$ cat config.mk
export PLATFORM = sky130hd
export DESIGN_NAME = uart_rx_sampler
export DESIGN_NICKNAME = d
export VERILOG_FILES = /design/src/rtl/uart_rx_sampler.sv
export SDC_FILE = /design/constraint.sdc
export NUM_CORES = 1
export LEC_CHECK = 0
export ABC_AREA = 0
export CAP_MARGIN = 10
export CELL_PAD_IN_SITES_DETAIL_PLACEMENT = 2
export CELL_PAD_IN_SITES_GLOBAL_PLACEMENT = 2
export CORE_ASPECT_RATIO = 1.2
export CORE_MARGIN = 4
export CORE_UTILIZATION = 39
export DETAILED_ROUTE_END_ITERATION = 10
export GPL_ROUTABILITY_DRIVEN = 0
export PLACE_DENSITY_LB_ADDON = 0.1
export SYNTH_ARGS = -nofsm -noshare
export SYNTH_HDL_FRONTEND = slang
export SYNTH_SLANG_ARGS = --single-unit
$ cat constraint.sdc
create_clock -name clk -period 2.06 [get_ports clk]
set_clock_uncertainty 0.05 [all_clocks]
set_input_delay 0.309 -clock clk [delete_from_list [all_inputs] [get_ports clk]]
set_output_delay 0.309 -clock clk [all_outputs]
set_load 0.01 [all_outputs]
$ cat src/rtl/uart_rx_sampler.sv
// 8N1 UART receiver with 16x oversampling, start-bit glitch rejection,
// and frame-error detection with a break hold-off state.
module uart_rx_sampler #(
  parameter int CLK_FREQ   = 25000000,
  parameter int BAUD_RATE  = 9600,
  parameter int OVERSAMPLE = 16,
  parameter int DATA_BITS  = 8
) (
  input  logic                 clk,
  input  logic                 rst_n,
  input  logic                 rx,
  output logic [DATA_BITS-1:0] data_out,
  output logic                 data_valid,
  output logic                 frame_err,
  output logic                 busy
);

  localparam int DIV = CLK_FREQ / (BAUD_RATE * OVERSAMPLE);
  localparam int TW  = (DIV > 1) ? $clog2(DIV) : 1;
  localparam int SW  = $clog2(OVERSAMPLE);
  localparam int BW  = $clog2(DATA_BITS + 1);

  localparam logic [TW-1:0] T_MAX  = TW'(DIV - 1);
  localparam logic [SW-1:0] S_HALF = SW'(OVERSAMPLE / 2 - 1);
  localparam logic [SW-1:0] S_MAX  = SW'(OVERSAMPLE - 1);
  localparam logic [BW-1:0] B_LAST = BW'(DATA_BITS - 1);

  localparam logic [2:0] S_IDLE  = 3'd0;
  localparam logic [2:0] S_START = 3'd1;
  localparam logic [2:0] S_DATA  = 3'd2;
  localparam logic [2:0] S_STOP  = 3'd3;
  localparam logic [2:0] S_BREAK = 3'd4;

  logic [1:0]           r_sync;
  logic [2:0]           r_state;
  logic [TW-1:0]        r_tcnt;
  logic [SW-1:0]        r_scnt;
  logic [BW-1:0]        r_bidx;
  logic [DATA_BITS-1:0] r_shift;
  logic [DATA_BITS-1:0] r_data;
  logic                 r_valid;
  logic                 r_ferr;

  logic w_rx_s;
  logic w_timed;
  logic w_tick;

  assign w_rx_s  = r_sync[1];
  assign w_timed = (r_state == S_START) ||
                   (r_state == S_DATA)  ||
                   (r_state == S_STOP);
  assign w_tick  = w_timed && (r_tcnt == T_MAX);

  always_ff @(posedge clk or negedge rst_n) begin
    if (!rst_n) begin
      r_sync <= 2'b11;
    end else begin
      r_sync <= {r_sync[0], rx};
    end
  end

  // Divider is held at zero outside the timed states so the
  // tick phase is anchored to the detected start edge.
  always_ff @(posedge clk or negedge rst_n) begin
    if (!rst_n) begin
      r_tcnt <= '0;
    end else if (!w_timed || w_tick) begin
      r_tcnt <= '0;
    end else begin
      r_tcnt <= r_tcnt + 1'b1;
    end
  end

  always_ff @(posedge clk or negedge rst_n) begin
    if (!rst_n) begin
      r_state <= S_IDLE;
      r_scnt  <= '0;
      r_bidx  <= '0;
      r_shift <= '0;
      r_data  <= '0;
      r_valid <= 1'b0;
      r_ferr  <= 1'b0;
    end else begin
      r_valid <= 1'b0;
      r_ferr  <= 1'b0;
      case (r_state)
        S_IDLE: begin
          r_scnt <= '0;
          r_bidx <= '0;
          if (!w_rx_s) r_state <= S_START;
        end
        S_START: begin
          if (w_tick) begin
            if (r_scnt == S_HALF) begin
              r_scnt <= '0;
              r_bidx <= '0;
              r_state <= w_rx_s ? S_IDLE : S_DATA;
            end else begin
              r_scnt <= r_scnt + 1'b1;
            end
          end
        end
        S_DATA: begin
          if (w_tick) begin
            if (r_scnt == S_MAX) begin
              r_shift <= {w_rx_s, r_shift[DATA_BITS-1:1]};
              r_scnt  <= '0;
              if (r_bidx == B_LAST) begin
                r_bidx  <= '0;
                r_state <= S_STOP;
              end else begin
                r_bidx <= r_bidx + 1'b1;
              end
            end else begin
              r_scnt <= r_scnt + 1'b1;
            end
          end
        end
        S_STOP: begin
          if (w_tick) begin
            if (r_scnt == S_MAX) begin
              r_scnt <= '0;
              if (w_rx_s) begin
                r_data  <= r_shift;
                r_valid <= 1'b1;
                r_state <= S_IDLE;
              end else begin
                r_ferr  <= 1'b1;
                r_state <= S_BREAK;
              end
            end else begin
              r_scnt <= r_scnt + 1'b1;
            end
          end
        end
        S_BREAK: begin
          if (w_rx_s) r_state <= S_IDLE;
        end
        default: r_state <= S_IDLE;
      endcase
    end
  end

  assign data_out   = r_data;
  assign data_valid = r_valid;
  assign frame_err  = r_ferr;
  assign busy       = (r_state != S_IDLE);

endmodule
* Word-level counts from Yosys, hierarchy flattened
Index checks and enable logic that the tools add are counted.
** Word-level totals
- Flip-flop bits (word level) :: 39
- Input port bits :: 3
- Output and inout bits :: 11
- Word-level logic and storage cells :: 77
** Cells by class
- $add $sub $neg :: 3
- Eq/ne operators :: 18
- Mux-type cells :: 32
- Reductions and logical operators :: 15
** Operators by type and width (number)
- 4-bit two-way mux :: 9
- 3-bit two-way mux :: 10
- 4-bit case mux with 3 select lines :: 2
- 3-bit case mux with 5 select lines :: 1
- 2-bit by 1-bit != test with 1-bit output (second input constant) :: 5
- 2-bit != test (second input constant) :: 5
- 9-bit AND reduction :: 1
- 3-bit nonzero test :: 3
- 4-bit by 1-bit adder with 4-bit output (second input constant) :: 2
- 8-bit by 1-bit adder with 8-bit output (second input constant) :: 1
- 4-bit by 3-bit equality test with 1-bit output (second input constant) :: 2
- 8-bit equality test (second input constant) :: 1
- 1-bit two-way mux :: 8
- 8-bit two-way mux :: 1
- 3-bit by 2-bit equality test with 1-bit output (second input constant) :: 2
- 3-bit AND reduction :: 2
- 5-bit AND reduction :: 1
- 4-bit equality test (second input constant) :: 1
- 4-bit AND reduction :: 1
- 3-bit by 1-bit equality test with 1-bit output (second input constant) :: 1
- 3-bit equality test (second input constant) :: 1
- 3-bit logical NOT :: 1
- 1-bit logical OR :: 3
- 2-bit two-way mux :: 1
- 3 further kinds :: 3

* Logic depth before layout (Yosys ltp)
- Depth after elaboration :: 6
- Depth in mapped cells :: 7

* Worst setup path after synthesis
No wires, ideal clock.
- Kind :: flip-flop to flip-flop
- Start point :: register r_tcnt[1]
- End point :: register r_shift[0]
- Arrival time :: 1.724 ns
- Required time :: 1.885 ns
- Slack :: 0.161 ns
- Stages on the path, launching flop included :: 8
- Period minus slack after synthesis :: 1.899 ns
- Path through :: dfrtp_1 inv_1 ha_1 nand4b_1 nor2_4 and3_1 buf_6 mux2_2
** On the way
- Cells in the longest elaborated chain, start to end :: 3
** RTL lines
- from (decl) :: RTL line 36 : logic [TW-1:0] r_tcnt;
- from (signal assigned) :: RTL line 70 : r_tcnt <= r_tcnt + 1'b1;
- 8-bit equality test :: RTL line 52 : assign w_tick = w_timed && (r_tcnt == T_MAX);
- 1-bit logical AND :: RTL line 52
- 3-bit AND reduction (no source line)
- to (signal assigned) :: RTL line 106 : r_shift <= {w_rx_s, r_shift[DATA_BITS-1:1]};
- to (decl) :: RTL line 39 : logic [DATA_BITS-1:0] r_shift;
Every way passes these cells.
A chain may end at the register's enable or synchronous reset.

* Worst setup path after layout
- Start point :: register r_tcnt[1]
- End point :: register r_bidx[2]
** On the way
- Cells in the longest elaborated chain, start to end :: 4
- Elaborated cells on any way between the ends :: 5
** RTL lines
- 8-bit equality test (*) :: RTL line 52
- 1-bit logical AND (*) :: RTL line 52
- 2-bit != test (no source line)
- 5-bit AND reduction (no source line) (*)
- to (signal assigned) :: RTL line 112 : r_bidx <= r_bidx + 1'b1;
- to (decl) :: RTL line 38 : logic [BW-1:0] r_bidx;
Mark *: on every way between the ends. The rest lies on a longest branch, timed or not.

==> impl_metrics.tcl <==
set metrics [dict create \
    design.core.area_um2 4660 \
    fmax_mhz 501 \
    slew_viol_final 0 \
    min_path_type "flip-flop to flip-flop" \
    syn_inst 159 \
    routedWlPerCell_um 18.8 \
    drt_wl_total_um 4770 \
    dieWidth_um 71.8 \
    p_comb_share_pct 1.6 \
    fp-row-count 27 \
    setup_tns_ns 0 \
    power_switching_mw 0.294 \
    ys.flop_type "dfrtp_1" \
    dr.pass1.iters 5 \
    clkPwrFrac_pct 39.2 \
    power.density_nw_per_um2 564 \
    post-place-ws_ns 0.0171 \
    die-area_um2 6070 \
    r2r_start "r_tcnt[1]$_DFF_PN0_" \
    hp-start "r_sync[0]$_DFF_PN1_" \
    io_pins 14 \
    synth_area_per_cell_um2 12.0 \
    switching_share_pct 22.5 \
    totalPowerFinal_mw 1.31 \
    clkSinkCount 39 \
    numPortBuffers 13 \
    ys_ff_latch 39 \
    yosysSeqAreaShare_pct 51.3 \
    min_period_over_period_pct 97.0 \
    yosysWarningCount 0 \
    antenna_cells 0 \
    p_leak_nw 1.09 \
    setup.worst_path.end_class "flip-flop" \
    relSlewSlack_pct 75.0 \
    maxCapViolCount 0 \
    cts_buffer_depth 2 \
    nFillCells 462 \
    gr-total-overflow 0 \
    drive_above_1_share_pct 33.2 \
    synth_cell_types 45 \
    async_reset_ff_share_pct 100 \
    status "finished, final reports clean" \
    finalHoldViolations 0 \
    synthesis.nets 166 \
    seqCellArea_um2 981 \
    start_kind "flip-flop" \
    via_count 1383 \
    syn_to_final_growth_pct 21.5 \
    viasPerCell 5.44 \
    initial_core_util_pct 40.9 \
    vdd_drop_max_uv 361 \
    clk_pin_slew_ns 0.08 \
    grt_pass1_wl_um 8140 \
    nets 202 \
    drc 0 \
    synthesis.area_um2 1910 \
    antenna_found_initial 0 \
    whs_ns 0.309 \
    cp_data_required_time_ns 2.19 \
    multi_input_area_um2 871 \
    p_int_mw 1.01 \
    setup_slack_ns 0.0627 \
    cts_tree "done" \
    crit_type "flip-flop to flip-flop" \
    grt_max_degree 31 \
    postRouteAntennaNets 0 \
    arrival_ns 2.13 \
    critPathMaxFanout 3 \
    worstMarginPinSlew_ns 0.370 \
    setup_viol 0 \
    fin_crit_ns 2.00 \
    post-route-util_pct 49.7 \
    grt_pass1_vias 1578 \
    cts-root-buf "clkbuf_8" \
    cts_buffers 5 \
    grt.total_usage_pct 17.2 \
    p_seq_share_pct 59.1 \
    synth-edff-count 0 \
    startpoint "r_tcnt[1]$_DFF_PN0_" \
    cts-htree-levels 2 \
    die_y_um 84.6 \
    drt-initial-drc-count 32 \
    clock_latency_ns 0.29 \
    dp_hpwl_um 3330 \
]
## metal layers
layer  vias to the layer above  wire length, µm  share of wire [%]  global-route usage (%)
li1                        647                -                  -                       -
met1                       707             1980                 41                    19.8
met2                        21             2600                 55                    31.0
met3                         8              119                2.5                    3.95
met4                         0               73                1.5                    5.47
met5                         -                0                  0                       0
## worst max-delay path: stages, from the launching register on
cell	delay, ns
dfrtp_1	0.41
inv_1	0.09
ha_1	0.19
and4b_1	0.26
a22oi_2	0.12
or3b_4	0.42
a221o_1	0.35
## Yosys cell counts (2+ instances only)
library cell	instances	share of area [%]
buf_6	3	1.8
a21oi_1	3	0.79
or3b_2	3	1.4
o21ai_0	7	1.8
mux2_2	19	11
nand2_1	5	0.99
and3_1	4	1.3
or3b_1	2	0.92
mux2i_1	2	1.1
dfstp_2	2	2.8
dfrtp_1	37	49
inv_1	4	0.79
xor2_1	6	2.8
nor3b_1	2	0.79
ha_1	4	2.6
nor3_1	5	1.3
nor2_1	11	2.2
nor4_1	2	0.66
and4b_1	2	1.1
o21bai_1	2	0.79
buf_2	3	0.79
nand3_1	8	2.1
## power by group through the flow
stage / Clock, mW / Combinational, mW / Sequential [mW]
after floorplan: 0 / 0.00477 / 0.784
after global placement: 0 / 0.0207 / 0.787
after detailed placement: 0 / 0.0215 / 0.787
after CTS: 0.532 / 0.0229 / 0.772
after global routing: 0.569 / 0.0253 / 0.772
final: 0.512 / 0.0214 / 0.772
## stage by stage
stage / std cells / cell area [µm²]
2_1_floorplan: 159 / 1910
3_3_place_gp: 239 / 2170
3_5_place_dp: 239 / 2170
4_1_cts: 251 / 2290
5_1_grt: 254 / 2320
6_report: 254 / 2320
## cells by family (layout without fill, tap and decap cells)
family	Yosys count	count (layout)	synth area share [%]
fa+ha+maj	4	4	2.63
mux	21	21	12.3
xor+xnor	7	7	3.22
compound gates	23	23	8.73
buf+inv	10	47	3.35
simple gates	55	55	18.5
flops	39	39	51.3
## placed cells by master (no fill, tap or decap), types with 3 or more instances in the layout
cell type and n:
clkdlybuf4s50_1 11, dfrtp_1 35, inv_1 4, nand3_1 8
xor2_1 6, nor2_1 11, a21oi_1 3, mux2_2 19
or3b_2 3, nor3_1 5, ha_1 3, nand2_1 5
and3_1 4, clkbuf_8 5, o21ai_0 7, buf_4 21
## repair_timing
item,CTS,global route
gates resized for setup,3,2
pin swaps,0,3
setup buffers,3,3
hold buffers,1,0
endpoints found under the setup margin,1,18
endpoints found under the hold margin,9,0
## sequential cells by signal, summed over array words and instances, names as in the netlist
name / flops
data_out: 8
r_shift: 8
r_tcnt: 8
r_bidx: 4
r_scnt: 4
r_state: 3
r_sync: 2
data_valid: 1
frame_err: 1
## worst paths after layout
check	end	slack [ns]	cells after the start
max	r_bidx[2]$_DFFE_PN0P_	0.06	6
min reg2reg	r_sync[1]$_DFF_PN1_	0.31	0
min	r_sync[1]$_DFF_PN1_	0.31	0
min in group asynchronous	r_state[0]$_DFFE_PN0P_	0.35	2
max reg2reg	r_bidx[2]$_DFFE_PN0P_	0.06	6
max in group asynchronous	r_sync[1]$_DFF_PN1_	0.92	3
## cell type report
cell class | instances | area share, %
flip-flops and latches | 39 | 42.4
multi-input cells | 110 | 37.6
repair buffers | 35 | 12.6
clock buffers | 6 | 3.13
well taps | 58 | 3.13
inverters | 4 | 0.648
clock inverters | 2 | 0.540
No activity file was read; power rests on OpenSTA's default activity.
